### src/rtl/dmux_pkg.sv
// Shared definitions for the 16-bit streaming demultiplexer: default sizes
// and the channel-select encoding.
package dmux_pkg;

    localparam int WIDTH_DEF = 16;
    localparam int DEPTH_DEF = 2;
    localparam int CNT_W_DEF = 16;

    typedef enum logic {
        CH_A = 1'b0,
        CH_B = 1'b1
    } dmux_ch_t;

    // Bits needed to hold an occupancy of 0..depth inclusive.
    function automatic int occ_bits(input int depth);
        return $clog2(depth) + 1;
    endfunction

endpackage

### src/rtl/dmux_chan_fifo.sv
// Per-channel FIFO: circular buffer with occupancy count. The head word and
// status flags come straight from registered state.
module dmux_chan_fifo
    import dmux_pkg::*;
#(
    parameter int WIDTH = WIDTH_DEF,
    parameter int DEPTH = DEPTH_DEF,
    parameter int OCC_W = occ_bits(DEPTH)
) (
    input  logic             clock,
    input  logic             reset_n,
    input  logic             push,
    input  logic [WIDTH-1:0] push_data,
    input  logic             pop,
    output logic [WIDTH-1:0] head,
    output logic             valid,
    output logic             full,
    output logic [OCC_W-1:0] count_out
);

    localparam int PTR_W = $clog2(DEPTH);

    logic [WIDTH-1:0] mem [DEPTH];
    logic [PTR_W-1:0] wr_ptr;
    logic [PTR_W-1:0] rd_ptr;
    logic [OCC_W-1:0] count;
    logic             do_push;
    logic             do_pop;

    // A full FIFO refuses a push even if it pops in the same cycle; an empty
    // one ignores pop.
    assign do_push = push & ~full;
    assign do_pop  = pop & valid;

    always_ff @(posedge clock) begin
        if (!reset_n) begin
            wr_ptr <= '0;
            rd_ptr <= '0;
            count  <= '0;
            for (int i = 0; i < DEPTH; i++) begin
                mem[i] <= '0;
            end
        end else begin
            if (do_push) begin
                mem[wr_ptr] <= push_data;
                wr_ptr      <= wr_ptr + 1'b1;
            end
            if (do_pop) begin
                rd_ptr <= rd_ptr + 1'b1;
            end
            unique case ({do_push, do_pop})
                2'b10:   count <= count + 1'b1;
                2'b01:   count <= count - 1'b1;
                default: count <= count;
            endcase
        end
    end

    assign head      = mem[rd_ptr];
    assign valid     = (count != '0);
    assign full      = (count == OCC_W'(DEPTH));
    assign count_out = count;

endmodule

### src/rtl/dmux_16_stream.sv
// Streaming 1:2 word demultiplexer with a small FIFO per channel, so a stalled
// consumer never blocks the other, plus per-channel delivered-word counters.
module dmux_16_stream
    import dmux_pkg::*;
#(
    parameter int WIDTH = WIDTH_DEF,
    parameter int DEPTH = DEPTH_DEF,
    parameter int CNT_W = CNT_W_DEF
) (
    input  logic             clock,
    input  logic             reset_n,
    input  logic [WIDTH-1:0] in_data,
    input  logic             in_sel,
    input  logic             in_valid,
    output logic             in_ready,
    output logic [WIDTH-1:0] a_data,
    output logic             a_valid,
    input  logic             a_ready,
    output logic [WIDTH-1:0] b_data,
    output logic             b_valid,
    input  logic             b_ready,
    output logic [CNT_W-1:0] a_count,
    output logic [CNT_W-1:0] b_count
);

    localparam int OCC_W = occ_bits(DEPTH);

    dmux_ch_t         sel;
    logic             full_a;
    logic             full_b;
    logic [OCC_W-1:0] occ_a;
    logic [OCC_W-1:0] occ_b;
    logic             push_a;
    logic             push_b;

    assign sel = dmux_ch_t'(in_sel);

    // Ready depends only on the select and registered occupancy; consumer
    // ready signals deliberately have no path here.
    assign in_ready = (sel == CH_B) ? (occ_b != OCC_W'(DEPTH))
                                    : (occ_a != OCC_W'(DEPTH));

    assign push_a = in_valid & (sel == CH_A) & ~full_a;
    assign push_b = in_valid & (sel == CH_B) & ~full_b;

    dmux_chan_fifo #(
        .WIDTH (WIDTH),
        .DEPTH (DEPTH),
        .OCC_W (OCC_W)
    ) u_chan_a (
        .clock     (clock),
        .reset_n   (reset_n),
        .push      (push_a),
        .push_data (in_data),
        .pop       (a_ready),
        .head      (a_data),
        .valid     (a_valid),
        .full      (full_a),
        .count_out (occ_a)
    );

    dmux_chan_fifo #(
        .WIDTH (WIDTH),
        .DEPTH (DEPTH),
        .OCC_W (OCC_W)
    ) u_chan_b (
        .clock     (clock),
        .reset_n   (reset_n),
        .push      (push_b),
        .push_data (in_data),
        .pop       (b_ready),
        .head      (b_data),
        .valid     (b_valid),
        .full      (full_b),
        .count_out (occ_b)
    );

    // Delivery counters wrap freely at 2^CNT_W.
    always_ff @(posedge clock) begin
        if (!reset_n) begin
            a_count <= '0;
            b_count <= '0;
        end else begin
            if (a_valid && a_ready) begin
                a_count <= a_count + 1'b1;
            end
            if (b_valid && b_ready) begin
                b_count <= b_count + 1'b1;
            end
        end
    end

endmodule
### config.mk
export PLATFORM = sky130hd
export DESIGN_NAME = dmux_16_stream
export DESIGN_NICKNAME = d
export VERILOG_FILES = /design/src/rtl/dmux_pkg.sv /design/src/rtl/dmux_chan_fifo.sv /design/src/rtl/dmux_16_stream.sv
export SDC_FILE = /design/constraint.sdc
export NUM_CORES = 1
export LEC_CHECK = 0
export ABC_AREA = 0
export ABC_CLOCK_PERIOD_IN_PS = 3300
export CORE_UTILIZATION = 50
export DETAILED_ROUTE_END_ITERATION = 10
export PLACE_DENSITY = 0.76
export SYNTH_ARGS = -nofsm -noshare
export SYNTH_HDL_FRONTEND = slang
export SYNTH_SLANG_ARGS = --single-unit
### constraint.sdc
create_clock -name clock -period 3.3 [get_ports clock]
set_clock_uncertainty 0.15 [all_clocks]
set_input_delay 0.33 -clock clock [delete_from_list [all_inputs] [get_ports clock]]
set_output_delay 0.33 -clock clock [all_outputs]
set_load 0.05 [all_outputs]
==> flow_summary.json, run 1 <==
{
  "syn_nets": 418,
  "synth_cell_types": 40,
  "layout_commonest_cell": "clkdlybuf4s50_1",
  "worst_pin_slew_ns": 0.797,
  "min_period_over_period_pct": 85.1,
  "clk_pin_slew_ns": 0.09,
  "required_ns": 2.82,
  "slowest_delay_ns": 0.70,
  "cp-end-kind": "output port",
  "p_leak_uw": 0.00217,
  "grt_pass1_vias": 3120,
  "cts-buffers-inserted": 9,
  "initial_core_util_pct": 51.4,
  "layout_common_cells": "clkdlybuf4s50_1, and2_1, edfxtp_1",
  "ant_nets": 0,
  "cts_root_buf": "clkbuf_8",
  "drc": 0,
  "yosys_warnings": 0,
  "max_cap_violations": 0,
  "wirelength_mm": 9.67,
  "path_class": "flop to output port",
  "hold_violations": 0,
  "grt-ovfl-total": 0,
  "fillCellCount": 743,
  "dieArea_um2": 9890,
  "postCtsSetupRepairBufs": 0,
  "num_antenna_cells": 0,
  "grt_pass1_wl_mm": 15.7,
  "vias": 3154,
  "track_usage_pct": 20.7,
  "run_status": "complete, no violations",
  "die_w_um": 99.5,
  "drive_gt1_share_pct": 15.1,
  "hold_path.class": "flop to flop",
  "synth_top_area_share_pct": 40.5,
  "cts_max_level": 3,
  "die_y_um": 99.5,
  "synth-seq-cells": 106,
  "post_cts_resized": 0,
  "powerDensity_nw_per_um2": 616,
  "hold_buffers": 0,
  "ys_seq_area_share_pct": 58.2,
  "synth_area_leaders": "edfxtp_1, dfxtp_1, and2_1",
  "holdWs_ns": 0.341,
  "area_growth_pct": 25.7,
  "relSlewSlack_pct": 46.4,
  "grt_max_degree": 20,
  "drt_first_pass_iters": 4,
  "tritoncts": "yes",
  "layout_min_cycle_time_ns": 2.81,
  "setup_viol": 0,
  "vdd_drop_max_mv": 0.232,
  "worstPathCellList": "buf_4 -> mux2_2 -> clkdlybuf4s50_1",
  "critPathLaunchType": "flop",
  "worst-endpoint-arrival_ns": 2.33,
  "fin_nets": 511,
  "slowest_stage": "clkdlybuf4s50_1",
  "vias_per_cell": 5.10,
  "core_um2": 9240,
  "antenna_found_initial": 0,
  "rsz0062_at_grt": "false",
  "final.setup.tns_ns": 0,
  "clk_latency_ns": 0.37,
  "crit_fanout": 12,
  "post_synth_instance_area_um2": 4750,
  "max_freq_mhz": 356,
  "cts_num_sinks": 106,
  "dp_hpwl_mm": 6.51,
  "slew_violations": 0,
  "gp_congestion": 0.820,
  "io_pins": 89,
  "yosys.area.top_type": "edfxtp_1",
  "port-buffer-count": 88,
  "routedWlPerCell_um": 15.6,
  "num_rows": 35,
  "first_iter_violations": 63,
  "avgSynthCellArea_um2": 12.1,
  "cts_max_path_buffers": 2,
  "netlist_instances": 392
}
==> final cells by class <==
cell class | count | area, um^2 | share of cell area [%]
sequential | 106 | 2760 | 46.3
multi-input combinational | 262 | 1880 | 31.5
timing repair buffer | 97 | 948 | 15.9
tap | 129 | 161 | 2.70
clock buffer | 9 | 124 | 2.08
clock inverter | 7 | 60.1 | 1.01
inverter | 9 | 33.8 | 0.566
==> registers in the layout, summed over array words and instances, names as in the netlist, 2 cells and up, named ones only <==
name	cells
u_chan_a.mem	32
u_chan_b.mem	32
a_count	16
b_count	16
u_chan_a.count_out	2
u_chan_b.count_out	2
==> final timing paths <==
| check | start | endpoint | slack [ns] | depth (start not counted) |
|---|---|---|---|---|
| setup reg to reg | u_chan_b.count_out[0] | u_chan_b.count_out[1] | 1.16 | 5 |
| hold / removal | a_count[15] | a_count[15] | 0.34 | 2 |
| setup / recovery | flop | a_data[0] | 0.49 | 3 |
| hold reg to reg | a_count[15] | a_count[15] | 0.34 | 2 |
==> synth_stat cells (all sizes together) <==
cell,number
dfxtp,42
nand4,9
clkbuf,10
xor2,10
xnor2,19
or2,2
mux2i,6
inv,7
ha,4
nor2,34
mux2,33
or3,5
o2111ai,3
o211ai,1
nor3,7
nor2b,1
a21oi,6
and3,1
o2111a,1
buf,5
nand2b,8
o21ai,10
nor4,10
nand3b,1
and2,64
nand2,15
nand3,11
clkinv,2
nor4b,1
edfxtp,64
==> cell families (layout without fill, tap and decap cells) <==
group	after synthesis	in the layout	share of synthesized area, %
AO/OA/AOI/OAI	21	21	2.95
XOR/XNOR	29	29	5.35
adder cells (fa/ha/maj)	4	4	1.05
buffers and inverters	24	122	2.24
flip-flops	106	106	58.2
multiplexers	39	39	9.09
AND/OR/NAND/NOR	169	169	21.1
==> power breakdown <==
part / leakage (uW) / internal, uW / switching [uW]
Combinational: 0.00107 / 490 / 788
Clock: 0.0000901 / 289 / 471
Sequential: 0.00101 / 1520 / 114
Total: 0.00217 / 2300 / 1370
==> critical path, delay by kind of cell, from the launching register on <==
family | cells | cell delay [ns]
buffers and inverters | 2 | 0.95
DFF | 1 | 0.68
muxes | 1 | 0.33
==> per-layer routing <==
layer / track usage (%) / vias up / share of wire (%)
met2: 34.1 / 88 / 48
met4: 6.79 / 0 / 1.2
li1: - / 1554 / -
met5: 0 / - / 0
met1: 27.9 / 1502 / 46
met3: 3.72 / 10 / 4.6
==> metrics by stage <==
stage | std cells | setup slack [ns] | util, % | total power (uW) | cell area (um^2)
global placement | 603 | 0.735 | 62.6 | 2930 | 5790
floorplan | 392 | 0.792 | - | 2550 | 4750
global route | 619 | 0.384 | 64.6 | 3840 | 5970
detailed placement | 603 | 0.698 | 62.6 | 2950 | 5790
finish | 619 | 0.492 | 64.6 | 3680 | 5970
CTS | 619 | 0.457 | 64.6 | 3710 | 5970
Note: power is estimated with default switching activity, not from simulation.
==> run 2: changes to the inputs <==
--- a/config.mk
+++ b/config.mk
@@ -5,11 +5,11 @@
 export SDC_FILE = /design/constraint.sdc
 export NUM_CORES = 1
 export LEC_CHECK = 0
-export ABC_AREA = 0
+export ABC_AREA = 1
 export ABC_CLOCK_PERIOD_IN_PS = 3300
 export CORE_UTILIZATION = 50
 export DETAILED_ROUTE_END_ITERATION = 10
-export PLACE_DENSITY = 0.76
+export PLACE_DENSITY = 0.87
 export SYNTH_ARGS = -nofsm -noshare
 export SYNTH_HDL_FRONTEND = slang
 export SYNTH_SLANG_ARGS = --single-unit
==> constraint.sdc (replaced) <==
create_clock -name clock -period 3.3 [get_ports clock]
set_clock_uncertainty 0.15 [all_clocks]
set_input_delay 0.825 -clock clock [delete_from_list [all_inputs] [get_ports clock]]
set_output_delay 0.825 -clock clock [all_outputs]
set_load 0.05 [all_outputs]
==> flow_summary.json, run 2 <==
{
  "synth_edf_count": 64,
  "p_sw_uw": 929,
  "synthSimpleGateAreaFrac_pct": 21.4,
  "cts_max_path_buffers": 2,
  "worst-endpoint-arrival_ns": 2.03,
  "initial_core_util_pct": 51.6,
  "synth.most_common_cell": "nor2_1",
  "grt_pass1_wl_mm": 16.4,
  "routedWlPerCell_um": 13.9,
  "vias": 3564,
  "final.setup.tns_ns": 0,
  "num_rows": 35,
  "max_cap_violations": 0,
  "synthMuxAreaShare_pct": 7.57,
  "synth-seq-cells": 106,
  "dieArea_um2": 9920,
  "postCtsSetupRepairBufs": 0,
  "grt_max_degree": 40,
  "gp_congestion": 0.874,
  "hold_buffers": 0,
  "die_w_um": 99.6,
  "worst_pin_slew_ns": 0.648,
  "synth_common_cells": "nor2_1, edfxtp_1, nand2_1",
  "synth_cell_types": 29,
  "p_leak_uw": 0.00232,
  "max_freq_mhz": 333,
  "cp-end-kind": "output port",
  "die_y_um": 99.6,
  "r2r_cells": 6,
  "crit_fanout": 16,
  "dpl_cell_area_um2": 5760,
  "netSwitchingFraction_pct": 31.4,
  "cts_root_buf": "clkbuf_8",
  "tritoncts": "yes",
  "clk_pin_slew_ns": 0.09,
  "worst_slack_ns": 0.298,
  "dp_slack_ns": 0.432,
  "finalCoreUtilization_pct": 64.4,
  "async_flop_share_pct": 0,
  "p_int_uw": 2030,
  "synth-main-ff-cell": "edfxtp_1",
  "hold_violations": 0,
  "area_growth_pct": 24.8,
  "slew_violations": 0,
  "clk_latency_ns": 0.36,
  "min_period_over_period_pct": 91.0,
  "synth_top_family_by_area": "simple AND/OR/NAND/NOR gates",
  "fillCellCount": 737,
  "port-buffer-count": 88,
  "drt_first_pass_iters": 4,
  "rsz0062_at_grt": "false",
  "critPathLaunchType": "flop",
  "top_regs": "u_chan_a.mem (32), u_chan_b.mem (32)",
  "rr_startpoint": "u_chan_b.count_out[0]",
  "synthAdderAreaFrac_pct": 1.05,
  "stdcell_area_um2": 5950,
  "num_antenna_cells": 0,
  "grt_pass1_vias": 3514,
  "cts_num_sinks": 106,
  "ant_nets": 0,
  "synth_compound_area_share_pct": 5.49,
  "drc": 0,
  "cts-buffers-inserted": 9,
  "post_synth_instance_area_um2": 4760,
  "track_usage_pct": 21.1,
  "vias_per_cell": 5.05,
  "power.share.clock_pct": 25.4,
  "hold_path.class": "flop to flop",
  "netlist_instances": 478,
  "avgSynthCellArea_um2": 9.97,
  "synthXorXnorAreaFrac_pct": 0.368,
  "yosys.area.top_type": "edfxtp_1",
  "path_class": "flop to output port",
  "layout_common_cells": "nor2_1, clkdlybuf4s50_1, edfxtp_1",
  "layout_commonest_cell": "nor2_1",
  "setup_viol": 0,
  "syn_nets": 504,
  "p_comb_share_pct": 23.4,
  "dp_hpwl_mm": 6.94,
  "antenna_found_initial": 0,
  "fin_nets": 598,
  "pwr-share-seq_pct": 51.2,
  "synth_top_area_share_pct": 40.3,
  "run_status": "complete, no violations",
  "ys_seq_area_share_pct": 58.0,
  "holdPathStages": 1,
  "grt-ovfl-total": 0,
  "first_iter_violations": 161,
  "layout_min_cycle_time_ns": 3.00,
  "drive_gt1_share_pct": 15.6,
  "r2r_end": "u_chan_b.mem[1][9]",
  "powerDensity_nw_per_um2": 497,
  "core_um2": 9240,
  "vdd_drop_max_mv": 0.279,
  "post_cts_resized": 0,
  "hold_start": "u_chan_a.rd_ptr",
  "cts_max_level": 3,
  "wirelength_mm": 9.83,
  "yosys_warnings": 0,
  "io_pins": 89,
  "required_ns": 2.32,
  "r2r_slack_ns": 1.28,
  "synth_area_leaders": "edfxtp_1, dfxtp_1, nor2_1",
  "relSlewSlack_pct": 56.7
}
[run 2: cell count changes after synthesis, moves of 9 or more]
| cell | change |
|---|---|
| nor2_2 | +9 |
| nor2_1 | +75 |
| xnor2_1 | -19 |
| nand2_1 | +47 |
| a21oi_1 | +19 |
| and2_1 | -63 |
| inv_1 | +35 |
| o21ai_0 | +12 |
[run 2: worst max-delay path by stage]
stage,depth (start not counted),endpoint,slack (ns)
6_report,3,a_data[0],0.30
2_1_floorplan,3,in_ready,1.05
3_3_place_gp,5,u_chan_b.mem[1][4],0.52
4_1_cts,3,a_data[0],0.28
3_5_place_dp,5,u_chan_b.mem[1][1],0.43
5_1_grt,3,a_data[0],0.24
[run 2: kinds of logic (layout without fill, tap and decap cells)]
logic type               count (synthesis)  in the layout
AND/OR/NAND/NOR                        224            224
flip-flops                             106            106
buffers and inverters                   60            159
AO/OA/AOI/OAI                           50             50
multiplexers                            32             32
adder cells (fa/ha/maj)                  4              4
XOR/XNOR                                 2              2
[run 2: power groups by stage]
stage | logic (uW) | clock network, uW | registers, uW
3_5_place_dp | 694 | 0 | 1540
4_1_cts | 697 | 771 | 1510
2_1_floorplan | 459 | 0 | 1560
5_1_grt | 732 | 823 | 1520
3_3_place_gp | 682 | 0 | 1540
6_report | 691 | 752 | 1510
[run 2: area by class of cell]
type / count / area, um^2 / area share [%]
Sequential cell: 106 / 2760 / 46.5
Clock buffer: 11 / 141 / 2.38
Tap cell: 129 / 161 / 2.71
Inverter: 47 / 176 / 2.97
Clock inverter: 5 / 46.3 / 0.778
Timing Repair Buffer: 96 / 951 / 16.0
Multi-Input combinational cell: 312 / 1710 / 28.7
[run 2: critical path, stage by stage (launching register included)]
cell             delay (ns)
dfxtp_1                0.33
buf_4                  0.25
mux2_2                 0.39
clkdlybuf4s50_1        0.70
[run 2: per-stage QoR]
| stage | power, uW | hold slack [ns] | std cells |
|---|---|---|---|
| 2_1_floorplan | 2020 | 0.275 | 478 |
| 4_1_cts | 2980 | 0.309 | 706 |
| 5_1_grt | 3080 | 0.329 | 706 |
| 3_5_place_dp | 2240 | 0.299 | 690 |
| 6_report | 2950 | 0.306 | 706 |
| 3_3_place_gp | 2220 | 0.285 | 690 |
[run 2: layer usage]
layer	vias to the layer above	routed length, um	part of all wire (%)	global-route usage [%]
met1	1671	4310	44	27.1
met3	12	532	5.4	3.02
li1	1768	-	-	-
met4	0	109	1.1	7.58
met5	-	0	0	0
met2	113	4870	50	36.5
